[src/rtl/shift_pkg.sv]
// rtl/shift_pkg.sv - control codes and FSM state encoding shared by the sequential shifter
package shift_pkg;

    localparam logic [2:0] OP_ROL = 3'b000;
    localparam logic [2:0] OP_ROR = 3'b001;
    localparam logic [2:0] OP_SLL = 3'b010;
    localparam logic [2:0] OP_SRA = 3'b011;
    localparam logic [2:0] OP_SRL = 3'b100;

    typedef enum logic [1:0] {
        ST_IDLE  = 2'd0,
        ST_SHIFT = 2'd1,
        ST_DONE  = 2'd2
    } state_t;

endpackage

[src/rtl/shift_step.sv]
// rtl/shift_step.sv - combinational one-position shift/rotate step
// Reserved codes pass the operand through and report a zero shifted-out bit.
module shift_step
    import shift_pkg::*;
#(
    parameter int WIDTH = 8
) (
    input  logic [WIDTH-1:0] operand_i,
    input  logic [2:0]       control_i,
    output logic [WIDTH-1:0] result_o,
    output logic             shout_o
);

    always_comb begin
        result_o = operand_i;
        shout_o  = 1'b0;
        case (control_i)
            OP_ROL: begin
                result_o = {operand_i[WIDTH-2:0], operand_i[WIDTH-1]};
                shout_o  = operand_i[WIDTH-1];
            end
            OP_ROR: begin
                result_o = {operand_i[0], operand_i[WIDTH-1:1]};
                shout_o  = operand_i[0];
            end
            OP_SLL: begin
                result_o = {operand_i[WIDTH-2:0], 1'b0};
                shout_o  = operand_i[WIDTH-1];
            end
            OP_SRA: begin
                result_o = {operand_i[WIDTH-1], operand_i[WIDTH-1:1]};
                shout_o  = operand_i[0];
            end
            OP_SRL: begin
                result_o = {1'b0, operand_i[WIDTH-1:1]};
                shout_o  = operand_i[0];
            end
            default: begin
                result_o = operand_i;
                shout_o  = 1'b0;
            end
        endcase
    end

endmodule

[src/rtl/seq_shifter.sv]
// rtl/seq_shifter.sv - multi-cycle shifter, one bit position per clock, start/busy/done handshake
// Optional carry/zero flag outputs are enabled by defining SEQ_SHIFTER_FLAGS_EN.
module seq_shifter
    import shift_pkg::*;
#(
    parameter int WIDTH = 8,
    parameter int AMT_W = $clog2(WIDTH)
) (
    input  logic             clk,
    input  logic             rst,
    input  logic             start,
    input  logic [WIDTH-1:0] data,
    input  logic [2:0]       control,
    input  logic [AMT_W-1:0] amount,
    output logic [WIDTH-1:0] out,
    output logic             busy,
`ifdef SEQ_SHIFTER_FLAGS_EN
    output logic             carry,
    output logic             zero,
`endif
    output logic             done
);

    state_t           state_q;
    logic [WIDTH-1:0] out_q;
    logic [AMT_W-1:0] count_q;
    logic [2:0]       ctrl_q;
    logic             busy_q;
    logic             done_q;
    logic [WIDTH-1:0] step_val;
    logic             step_bit;

    shift_step #(
        .WIDTH(WIDTH)
    ) u_step (
        .operand_i(out_q),
        .control_i(ctrl_q),
        .result_o (step_val),
        .shout_o  (step_bit)
    );

`ifdef SEQ_SHIFTER_FLAGS_EN
    logic carry_q;
    logic zero_q;

    always_ff @(posedge clk or posedge rst) begin
        if (rst) begin
            carry_q <= 1'b0;
            zero_q  <= 1'b0;
        end else if ((state_q != ST_SHIFT) && start) begin
            carry_q <= 1'b0;
            zero_q  <= (data == '0);
        end else if ((state_q == ST_SHIFT) && (count_q != '0)) begin
            carry_q <= step_bit;
            zero_q  <= (step_val == '0);
        end
    end

    assign carry = carry_q;
    assign zero  = zero_q;
`else
    logic unused_step_bit;
    assign unused_step_bit = step_bit;
`endif

    always_ff @(posedge clk or posedge rst) begin
        if (rst) begin
            state_q <= ST_IDLE;
            out_q   <= '0;
            count_q <= '0;
            ctrl_q  <= 3'b000;
            busy_q  <= 1'b0;
            done_q  <= 1'b0;
        end else begin
            case (state_q)
                ST_IDLE, ST_DONE: begin
                    done_q <= 1'b0;
                    if (start) begin
                        out_q   <= data;
                        ctrl_q  <= control;
                        count_q <= amount;
                        busy_q  <= 1'b1;
                        state_q <= ST_SHIFT;
                    end else begin
                        busy_q  <= 1'b0;
                        state_q <= ST_IDLE;
                    end
                end
                ST_SHIFT: begin
                    // The zero-count edge only retires the op, so latency is amount+1 edges.
                    if (count_q == '0) begin
                        busy_q  <= 1'b0;
                        done_q  <= 1'b1;
                        state_q <= ST_DONE;
                    end else begin
                        out_q   <= step_val;
                        count_q <= count_q - AMT_W'(1);
                    end
                end
                default: begin
                    busy_q  <= 1'b0;
                    done_q  <= 1'b0;
                    state_q <= ST_IDLE;
                end
            endcase
        end
    end

    assign out  = out_q;
    assign busy = busy_q;
    assign done = done_q;

endmodule

[config.mk]
export PLATFORM = sky130hd
export DESIGN_NAME = seq_shifter
export DESIGN_NICKNAME = d
export VERILOG_FILES = /design/src/rtl/shift_pkg.sv /design/src/rtl/shift_step.sv /design/src/rtl/seq_shifter.sv
export SDC_FILE = /design/constraint.sdc
export NUM_CORES = 1
export LEC_CHECK = 0
export ABC_AREA = 1
export CAP_MARGIN = 15
export CORE_UTILIZATION = 47
export DETAILED_ROUTE_END_ITERATION = 10
export PLACE_DENSITY = 0.88
export SLEW_MARGIN = 20
export SYNTH_ARGS = -nofsm -noshare
export SYNTH_HDL_FRONTEND = slang
export SYNTH_SLANG_ARGS = --single-unit
[constraint.sdc]
create_clock -name clk -period 1.9 [get_ports clk]
set_clock_uncertainty 0.2 [all_clocks]
set_input_delay 0.38 -clock clk [delete_from_list [all_inputs] [get_ports clk]]
set_output_delay 0.38 -clock clk [all_outputs]
set_load 0.03 [all_outputs]
After elaboration in Yosys (flattened, before gate mapping):

Cells that the tools add are included.

* reduce and logical (&&, ||, !) cells: 9
* eq/ne operators: 12
* mux-type cells: 15
* add/subtract/negate cells: 1

Operator list (count)
* 8-bit one-hot mux with 5 select lines: 1
* 8-bit 2-to-1 mux: 2
* 8-bit one-hot mux with 2 select lines: 1
* 2-bit inequality test, second input constant: 4
* 3-bit by 2-bit == test with 1-bit output, second input constant: 2
* 3-bit zero test: 2
* 3-bit 2-to-1 mux: 2
* 6-bit by 1-bit inequality test with 1-bit output, second input constant: 1
* 3-bit one-hot mux with 2 select lines: 1
* 1-bit 2-to-1 mux: 5
* 5-bit by 1-bit inequality test with 1-bit output, second input constant: 1
* 5-bit AND reduction: 1
* 2-bit one-hot mux with 2 select lines: 1
* 4-bit AND reduction: 1
* 3-bit by 1-bit == test with 1-bit output, second input constant: 1
* 3-bit == test, second input constant: 1
* 3-bit AND reduction: 1
* 3-bit by 1-bit subtractor with 3-bit output, second input constant: 1
* 2-bit by 1-bit == test with 1-bit output, second input constant: 1
* 2-bit == test, second input constant: 1
* 2-bit zero test: 1
* 2-bit 2-to-1 mux: 1
* 1-bit one-hot mux with 2 select lines: 1
* 2-bit AND reduction: 1
* other kinds (2): 2

* register bits after elaboration: 18
* word-level logic and storage cells: 44

Longest topological paths before layout:

* depth in word-level cells: 4
* depth in mapped cells: 10

Modules after synthesis:

A second synthesis with hierarchy kept.

* cell total of the unflattened synthesis: 171
* area total of the unflattened synthesis: 1171.1 um^2

By module, submodules not included
* seq_shifter: times used 1, cells each 117, area each 913.4 um^2
* shift_step: times used 1, cells each 54, area each 257.7 um^2

Worst setup path after synthesis:

OpenSTA, ideal clock, no wires.

* kind: reg-to-reg
* start: register count_q[0]
* end: register out_q[2], in the netlist out[2]
* slack: 0.395 ns
* library setup time: 0.117 ns
* path buffers: 1
* stages on the path, launching flop included: 11
* data required time: 1.583 ns
* data arrival time: 1.188 ns
* cells stage by stage: dfrtp_1 inv_1 ha_1 inv_1 o21ai_2 nand2_4 nand2_4 buf_6 nor2_2 nand2_1 nand2_1

* longest elaborated chain between the ends: 3

RTL lines
* start, declared: line seq_shifter.sv:26 `logic [AMT_W-1:0] count_q;`
* start signal, assigned: line seq_shifter.sv:81 `count_q <= amount;`
* start signal, assigned: line seq_shifter.sv:97 `count_q <= count_q - AMT_W'(1);`
* 3-bit zero test: line seq_shifter.sv:91 `if (count_q == '0) begin`
* 2-bit inequality test (no source line)
* 4-bit AND reduction (no source line)
* end signal, assigned: line seq_shifter.sv:79 `out_q <= data;`
* end signal, assigned: line seq_shifter.sv:96 `out_q <= step_val;`
* end, declared: line seq_shifter.sv:25 `logic [WIDTH-1:0] out_q;`

Every way passes these cells.
A chain may end at the register's enable or synchronous reset.

Worst setup path in the final report:

* start: register out_q[7], in the netlist out[7]
* end: output port out[7]

RTL lines
* end, declared: line seq_shifter.sv:15 `output logic [WIDTH-1:0] out,`

No word-level cell between the ends.

==> run summary <==
RUN STATUS
---------------------------------------------------------------------------------
Outcome                                                              finished, final reports clean

POWER AND IR DROP
---------------------------------------------------------------------------------
Leak Pwr                                                                 0.679 nW
Sequential share of power                                                   30.0%
Clock network fraction of design power                                       8.3%
Peak ir drop on the vdd network                                         0.00106 V
Fraction of power spent switching nets                                      52.5%
Power density over cell area                                         1870 nW/um^2
Comb pwr share                                                              61.7%
Post-layout total power                                                 0.00243 W
Cell Int Power                                                          0.00116 W
Switching power of the nets                                             0.00128 W

DETAILED ROUTING
---------------------------------------------------------------------------------
Number of iterations in the first detailed-routing pass                         4
Vias per cell                                                                4.98
ANT nets after route                                                            0
Number of remaining DRC errors                                                  0
DRC marker count from the first detailed-route iteration                       28
Final wirelength                                                          2080 um
Vias                                                                          961
Average detailed-routed wire length per instance                          10.8 um

RUN
---------------------------------------------------------------------------------
Max-cap viol count                                                              0

DIE
---------------------------------------------------------------------------------
Total Die Area                                                          2290 um^2
Die width                                                                 47.9 um
Core Area                                                               1960 um^2
Boundary pin count                                                             27
Initial Utilization                                                         50.4%
Die Ht                                                                    47.9 um
Number of placement rows                                                       16

CLOCK TREE
---------------------------------------------------------------------------------
Latest clock arrival within the worst-skew pair                            300 ps
Maximum buffer depth of the clock tree                                          2
Number of buffers inserted by post-CTS setup repair                             0
Post-cts hold buffer count                                                      0
Clk sink count                                                                 17
Master cell of the clock root buffer                                 sky130_fd_sc_hd__clkbuf_4
Number of H-tree levels                                                         1
Clock-pin slew on the worst setup and hold paths                           110 ps
Number of buffers added by the clock tree synthesis step                        3
TritonCTS clock tree                                                         done

WORST HOLD PATH
---------------------------------------------------------------------------------
Type of the worst min-delay path                                     input pin to asynchronous set/reset pin

SYNTH
---------------------------------------------------------------------------------
Most instantiated cells after synthesis                              sky130_fd_sc_hd__nand2_1 (51), sky130_fd_sc_hd__dfrtp_1 (17), sky130_fd_sc_hd__nand3_1 (17)
Post-synthesis area per instance                                        7.28 um^2
Fraction of synthesis flops using an asynchronous set or reset pin           100%
Number of flip-flops and latches in the synthesized netlist                    17
Most area-hungry cell type in the Yosys netlist                      sky130_fd_sc_hd__dfrtp_1
Synth cell types                                                               20
Post-synth top area share                                                   43.0%
Number of flops mapped to enable cells by yosys                                 0
Cell area after synthesis                                                990 um^2
Most frequently used cell type in the post-synthesis netlist         sky130_fd_sc_hd__nand2_1
Post-synth top flop                                                  sky130_fd_sc_hd__dfrtp_1
YS warnings                                                                     0
Synthesized net count                                                         155
Cell count after synthesis                                                    136
Part of the Yosys area used for sequential elements                         43.0%
Top post-synthesis cells by area                                     sky130_fd_sc_hd__dfrtp_1 (43%), sky130_fd_sc_hd__nand2_1 (19%), sky130_fd_sc_hd__nand3_1 (8.6%)

GLOBAL ROUTING
---------------------------------------------------------------------------------
Number of antenna violations at the first check in global routing               0
Vias in the first global route                                                774
All-layer global routing usage                                              20.4%
Leftover overflow at the end of global routing                                  0
Maximum number of pins on one net before global-route repair                   18
Global-route wire length before repair                                    3280 um

CRITICAL PATH
---------------------------------------------------------------------------------
End of the worst register-to-register path                           out[5]$_DFFE_PP0P_
Kind of critical path                                                flop to primary output
Reg-to-reg setup timing slack                                              280 ps
Cell-by-cell trace of the critical path                              dlygate4sd2_1
Largest fanout of any net on the critical path                                  4
Worst path required time                                                  1320 ps
Critical path startpoint                                             out[7]$_DFFE_PP0P_
Nature of the critical path endpoint                                 primary output
Cell class contributing the biggest share of worst-path delay          flip-flops
Total number of cells along the worst setup path                                1
Worst-path cell with the longest stage delay                         sky130_fd_sc_hd__dfrtp_1
Launch point of the worst reg-to-reg path                            count_q[0]$_DFFE_PP0P_
Number of buffers and inverters on the critical path                            1
Crit path arrival time                                                    1130 ps
Maximum cell stage delay along the critical path                           420 ps
End of the critical path                                                   out[7]
Nature of the critical path startpoint                                       flop
Length in cells of the worst reg-to-reg path                                    9

FINAL LAYOUT
---------------------------------------------------------------------------------
Final core utilization                                                      66.5%
Number of nets in the layout                                                  186
Fraction of final layout cells sized beyond drive strength 1                10.8%
Syn-to-layout area delta                                                    31.7%
Number of diodes                                                                0
Non-filler cells in the finished layout                                       193
Total of fill cells in the finished design                                    180

PLACE
---------------------------------------------------------------------------------
Number of I/O port buffers                                                     26
Post-detail-place hpwl                                                    1590 um
Number of instances in the placed design                                      189
Placer congestion estimate                                                  0.796
Setup Slack @ Placement                                                    115 ps

STA
---------------------------------------------------------------------------------
Setup violations, final                                                         0
Final number of max-transition violations                                       0
Final hold violations                                                           0
Accumulated negative setup slack                                             0 ps
Peak clock frequency supported by timing                                  584 MHz
Unrepaired setup endpoints after global routing                                no
Share of the clock period used by the worst path                            90.1%
Post-route minimum period                                                 1710 ps
Worst Slack Setup Final                                                    188 ps
Worst slew margin relative to its limit                                     79.2%
Slew at the pin with the worst max-slew slack                              312 ps

## how the worst min path moves through the flow
stage | cells past startpoint | endpoint | slack, ps
3_3_place_gp | 2 | busy$_DFFE_PP0P_ | 270
6_report | 3 | out[1]$_DFFE_PP0P_ | 170
5_1_grt | 3 | state_q[1]$_DFFE_PP0P_ | 230
2_1_floorplan | 1 | busy$_DFFE_PP0P_ | 110
3_5_place_dp | 2 | busy$_DFFE_PP0P_ | 270
4_1_cts | 3 | out[1]$_DFFE_PP0P_ | 190
## cells by family (layout without fill, tap and decap cells)
group,Yosys count,after routing,share of synthesized area [%]
AND/OR/NAND/NOR,93,93,41.6
flip-flops,17,17,43.0
buffers and inverters,14,44,6.32
AO/OA/AOI/OAI,9,9,5.69
adder cells (fa/ha/maj),2,2,2.53
XOR/XNOR,1,1,0.885
## per-layer routing
layer  global-route usage [%]  share of wire, %  up-vias
met4                     6.67               1.5        0
met3                     2.26               3.3        4
met1                     27.7                47      447
li1                         -                 -      489
met2                     33.8                48       21
met5                        0                 0        -
## repair_timing
| action | in CTS | in global routing |
|---|---|---|
| gates resized for setup | 9 | 1 |
| pin swaps | 0 | 0 |
| setup endpoints to repair | 9 | 1 |
## stage by stage
step	area, um^2	hold WS [ps]
5_1_grt	1300	226
4_1_cts	1300	185
3_3_place_gp	1280	266
6_report	1300	173
2_1_floorplan	990	106
3_5_place_dp	1280	270
## sequential cells by signal, summed over array words and instances (netlist names)
name	count
busy	1
ctrl_q	3
out	8
state_q	2
count_q	3
## cell usage in the layout, fill, tap and decap left out, types with 2 or more instances in the layout
| master | n |
|---|---|
| sky130_fd_sc_hd__nand2_1 | 51 |
| sky130_fd_sc_hd__o21ai_0 | 5 |
| sky130_fd_sc_hd__nor2_2 | 3 |
| sky130_fd_sc_hd__nand2_4 | 2 |
| sky130_fd_sc_hd__nor2_1 | 16 |
| sky130_fd_sc_hd__ha_1 | 2 |
| sky130_fd_sc_hd__o21ai_2 | 2 |
| sky130_fd_sc_hd__clkdlybuf4s50_1 | 16 |
| sky130_fd_sc_hd__dfrtp_1 | 17 |
| sky130_fd_sc_hd__clkbuf_4 | 3 |
| sky130_fd_sc_hd__dlygate4sd2_1 | 9 |
| sky130_fd_sc_hd__nand3_1 | 17 |
| sky130_fd_sc_hd__inv_1 | 10 |
| sky130_fd_sc_hd__buf_4 | 3 |
## power groups by stage
stage                     registers (W)  logic, W  clock network (W)
after floorplan                0.000909  0.000962                  0
after global placement         0.000728   0.00152                  0
after detailed placement       0.000740   0.00158                  0
after CTS                      0.000729   0.00152           0.000201
after global routing           0.000761   0.00170           0.000218
final                          0.000730   0.00150           0.000202
## final cells by class
class | count | area (um^2) | share of cell area (%)
Timing Repair Buffer | 29 | 274 | 21.0
Multi-Input combinational cell | 105 | 502 | 38.5
Tap cell | 27 | 33.8 | 2.59
Clock inverter | 1 | 5.00 | 0.384
Sequential cell | 17 | 425 | 32.6
Clock buffer | 3 | 22.5 | 1.73
Inverter | 11 | 41.3 | 3.17
No activity file was read; power rests on OpenSTA's default activity.
==> patch 1 (same settings) <==
Add a define of `SEQ_SHIFTER_FLAGS_EN`.
--- a/src/rtl/seq_shifter.sv
+++ b/src/rtl/seq_shifter.sv
@@ -1,5 +1,7 @@
 // rtl/seq_shifter.sv - multi-cycle shifter, one bit position per clock, start/busy/done handshake
 // Optional carry/zero flag outputs are enabled by defining SEQ_SHIFTER_FLAGS_EN.
+`define SEQ_SHIFTER_FLAGS_EN
+
 module seq_shifter
     import shift_pkg::*;
 #(
Formal check against the unedited RTL (old outputs only; new: carry and zero): equivalent (Yosys induction, for registers that start in step).
==> patch 1 against the original RTL <==
Cell area up 14%; non-clock buffer count up 8; sequential cell count up 1; combinational power up 35%; die area up 11%; final cell count up 12%; setup slack worse by 0.076 ns; core utilization up 0.51 points; power up 24%; sequential power up 2%; via count up 25%; routed wire length up 45%; area after synthesis up 11%; critical endpoint is now count_q[1]$_DFFE_PP0P_.
==> patch 1: results (changes against the original RTL) <==
[metrics] Worst path max stage delay: 0.39 ns (was 0.42 ns)
[metrics] r2r setup slk: 0.11 ns (was 0.28 ns)
[metrics] maximum ir drop on the vdd rail: 1250 µV (was 1060 µV)
[metrics] met2 routed wirelength: 1.56 mm (was 1.01 mm)
[metrics] cell internal power dissipation: 0.00143 W (was 0.00116 W)
[metrics] count of input and output buffers: 28 (was 26)
[metrics] CP Max Fanout: 12 (was 4)
[metrics] minimum clock period: 1.79 ns (was 1.71 ns)
[metrics] cell family contributing the most delay on the critical path: buffers and inverters (was flip-flops)
[metrics] Combinational Power: 0.00202 W (was 0.00150 W)
[metrics] largest net degree at the start of global routing: 19 (was 18)
[metrics] GR Layer Usage met2: 47.8% (was 33.8%)
[metrics] arrival time at the worst endpoint: 1.80 ns (was 1.13 ns)
[metrics] final net count: 209 (was 186)
[metrics] total length of routed met3 wires: 164 µm (was 69 µm)
[metrics] number of global-route vias before repair: 1122 (was 774)
[metrics] global-route met3 utilization: 1.82% (was 2.26%)
[metrics] all-layer global routing usage: 25.0% (was 20.4%)
[metrics] Inverters: 19 (was 11)
[metrics] Multi-input comb cells: 111 (was 105)
[metrics] Routability Congestion: 0.901 (was 0.796)
[metrics] FILL cells: 186 (was 180)
[metrics] logic depth of the worst register-to-register path: 7 (was 9)
[metrics] status: complete, no violations (unchanged)
[metrics] wire per inst: 13.9 µm (was 10.8 µm)
[metrics] ratio of cells with drive above 1 in the final layout: 10.1% (was 10.8%)
[metrics] number of vias in the routed layout: 1197 (was 961)
[metrics] Leakage Power: 0.737 nW (was 0.679 nW)
[metrics] wire length of the first global-routing pass: 4.74 mm (was 3.28 mm)
[metrics] sum of routed wire segments on met1: 1.24 mm (was 972 µm)
[metrics] FF+latch area: 450 µm² (was 425 µm²)
[metrics] placement-stage worst setup slack: -0.104 ns (was 0.115 ns)
[metrics] non-clock buffer area fraction after layout: 22.5% (was 21.0%)
[metrics] count of clock-net buffers in the final layout: 4 (was 3)
[metrics] fraction of the yosys area taken by sequential cells: 40.9% (was 43.0%)
[metrics] met1 usage in global routing: 27.9% (was 27.7%)
[metrics] Plain + repair buffers: 37 (was 29)
[metrics] slew of the pin with the lowest slew margin: 0.399 ns (was 0.312 ns)
[metrics] Max Buffers Root-to-Sink: 2 (unchanged)
==> patch 1: changes by cell type in the layout (fill, tap and decap cells not counted), moves of 2 or more <==
cell           change
dlygate4sd2_1      +3
inv_1              +8
nand2_1           -21
o21ai_0           +15
buf_4              +6
a21oi_1            +5
o21ai_2            -2
o22ai_1            +6
==> patch 1: stage by stage <==
stage / setup TNS (ns) / power, W / cells / util, % / hold slack [ns]
2_1_floorplan: 0 / 0.00212 / 153 / - / 0.119
3_3_place_gp: 0 / 0.00272 / 213 / 65.9 / 0.298
3_5_place_dp: -0.613 / 0.00282 / 213 / 65.9 / 0.318
4_1_cts: 0 / 0.00298 / 217 / 66.9 / 0.189
5_1_grt: 0 / 0.00325 / 217 / 67.0 / 0.236
6_report: 0 / 0.00301 / 217 / 67.0 / 0.188
==> patch 1: logic make-up after synthesis <==
logic type	synth area share, %
simple gates	28.0
compound gates	19.9
fa+ha+maj	2.27
buf+inv	8.97
flops	40.9
==> patch 2 (same settings) <==
Made on the original files. The 3 states of `state_t` get a one-hot encoding in 3 bits.
--- a/src/rtl/shift_pkg.sv
+++ b/src/rtl/shift_pkg.sv
@@ -7,10 +7,10 @@
     localparam logic [2:0] OP_SRA = 3'b011;
     localparam logic [2:0] OP_SRL = 3'b100;
 
-    typedef enum logic [1:0] {
-        ST_IDLE  = 2'd0,
-        ST_SHIFT = 2'd1,
-        ST_DONE  = 2'd2
+    typedef enum logic [2:0] {
+        ST_IDLE  = 3'b001,
+        ST_SHIFT = 3'b010,
+        ST_DONE  = 3'b100
     } state_t;
 
 endpackage
Function: no difference found for any inputs over 10 cycles, from zero or initial values and one cycle with rst high; not proved beyond that.
==> patch 2 against the original RTL <==
Synthesized cell count grew 7.4%; die area up 6.4%; area after synthesis is 6.7% higher; sequential share of layout area up 0.25 points; combinational power is 19% lower; setup slack worse by 0.043 ns; fmax shrank 2.4%; via count up 6.2%; power fell by 11%; sequential cell count up 1; routed wire length grew 9.8%; count of clock-buffer cells in the layout up 1; cell area up 5.4%; critical path type unchanged; largest cell class unchanged; highest routed layer unchanged.
==> patch 2: results (changes against the original RTL) <==
[metrics] maximum ir drop on the vdd rail: 851 µV (was 1060 µV)
[metrics] cell count after placement: 198 (was 189)
[metrics] wire per inst: 11.2 µm (was 10.8 µm)
[metrics] arrival time at the worst endpoint: 1.17 ns (was 1.13 ns)
[metrics] status: complete, no violations (unchanged)
[metrics] number of instances in the synthesized netlist: 146 (was 136)
[metrics] proportion of netlist area held by the largest area contributor: 40.3% (was 43.0%)
[metrics] fraction of the yosys area taken by sequential cells: 42.8% (was 43.0%)
[metrics] Leakage Power: 0.697 nW (was 0.679 nW)
[metrics] number of buffers inserted during clock tree synthesis: 3 (unchanged)
[metrics] top post-synthesis cells by count: 54 x nand2_1, 17 x dfrtp_1, 16 x nand3_1, 16 x nor2_1, 13 x inv_1 (was 51 x nand2_1, 17 x dfrtp_1, 17 x nand3_1, 16 x nor2_1, 10 x inv_1)
[metrics] largest net degree at the start of global routing: 20 (was 18)
[metrics] post-detailed-placement half-perimeter wirelength: 1.76 mm (was 1.59 mm)
[metrics] number of vias in the routed layout: 1021 (was 961)
[metrics] number of global-route vias before repair: 968 (was 774)
[metrics] Slew headroom: 79.4% (was 79.2%)
[metrics] wire length of the first global-routing pass: 4.07 mm (was 3.28 mm)
[metrics] CP Max Fanout: 5 (was 4)
[metrics] count of different cell masters after synthesis: 21 (was 20)
[metrics] clock-pin transition on the worst setup and hold timing paths: about 0.10 ns
[metrics] top post-synthesis cells by area: dfrtp_1 40%, nand2_1 19%, nand3_1 7.6% (was dfrtp_1 43%, nand2_1 19%, nand3_1 8.6%)
[metrics] net count of the mapped netlist: 165 (was 155)
[metrics] post-synthesis share of cell area spent on full adders, half adders and majority gates: 2.37% (was 2.53%)
[metrics] Switching Power: 0.00109 W (was 0.00128 W)
[metrics] Max Buffers Root-to-Sink: 2 (unchanged)
[metrics] number of violations reported at the end of detailed-routing iteration 0: 26 (was 28)
[metrics] fraction of the mapped netlist area in compound gates: 4.98% (was 5.69%)
[metrics] ratio of cells with drive above 1 in the final layout: 11.3% (was 10.8%)
[metrics] portion of netlist area occupied by mux cells: 0% (unchanged)
[metrics] Routability Congestion: 0.837 (was 0.796)
[metrics] vias per cell: 5.00 (was 4.98)
-- patch 2: final cells by class --
type                            count  area [µm²]  share of cell area, %
Tap cell                           27        33.8                   2.46
Sequential cell                    18         452                   32.9
Multi-Input combinational cell    111         526                   38.3
Timing Repair Buffer               29         270                   19.7
Inverter                           15        56.3                   4.10
Clock buffer                        4        36.3                   2.64
-- patch 2: path summary, 6_finish.rpt --
path / from / end / slack (ns) / cells after the start
max: state_q[1]$_DFFE_PP0P_ / busy / 0.15 / 1
min: rst / state_q[1]$_DFFE_PP0P_ / 0.18 / 3
max reg2reg: state_q[0]$_DFFE_PP1P_ / out[7]$_DFFE_PP0P_ / 0.22 / 7
min reg2reg: done$_DFFE_PP0P_ / done$_DFFE_PP0P_ / 0.31 / 2
max in group asynchronous: rst / state_q[0]$_DFFE_PP1P_ / 1.07 / 3
min in group clk: done$_DFFE_PP0P_ / done$_DFFE_PP0P_ / 0.31 / 2
-- patch 2: stage by stage --
step / area [µm²] / setup WS (ns) / power, W / utilization [%]
finish: 1370 / 0.145 / 0.00218 / 67.3
floorplan: 1060 / 0.327 / 0.00161 / -
detailed placement: 1340 / 0.0435 / 0.00199 / 65.4
global placement: 1340 / 0.110 / 0.00193 / 65.4
CTS: 1360 / 0.144 / 0.00216 / 66.5
global route: 1370 / 0.109 / 0.00236 / 67.3
-- patch 2: kinds of logic (layout without fill, tap and decap cells) --
logic type | count (synthesis) | in the layout
AO/OA/AOI/OAI | 10 | 10
XOR/XNOR | 1 | 1
adder cells (fa/ha/maj) | 2 | 2
buffers and inverters | 17 | 48
flip-flops | 18 | 18
AND/OR/NAND/NOR | 98 | 98
-- patch 2: what timing repair did --
action / 4_1_cts / 5_1_grt
pin swaps: 0 / 1
buffers inserted: 0 / 2
hold buffers: 0 / 0
setup endpoints to repair: 10 / 1
endpoints found under the hold margin: 0 / 0
resized for setup: 10 / 0
-- patch 2: power groups by stage --
| stage | Sequential [W] | Clock [W] | Combinational [W] |
|---|---|---|---|
| final | 0.000729 | 0.000239 | 0.00121 |
| after detailed placement | 0.000736 | 0 | 0.00125 |
| after global routing | 0.000751 | 0.000254 | 0.00136 |
| after CTS | 0.000724 | 0.000242 | 0.00119 |
| after global placement | 0.000724 | 0 | 0.00121 |
| after floorplan | 0.000886 | 0 | 0.000728 |
-- patch 2: layer usage --
metal | vias to the layer above | GRT usage (%) | share of wire [%] | routed length, µm
li1 | 520 | - | - | -
met3 | 5 | 1.87 | 4.6 | 106
met5 | - | 0 | 0 | 0
met1 | 464 | 28.7 | 46 | 1060
met4 | 0 | 10.0 | 1.9 | 44
met2 | 32 | 36.1 | 47 | 1070
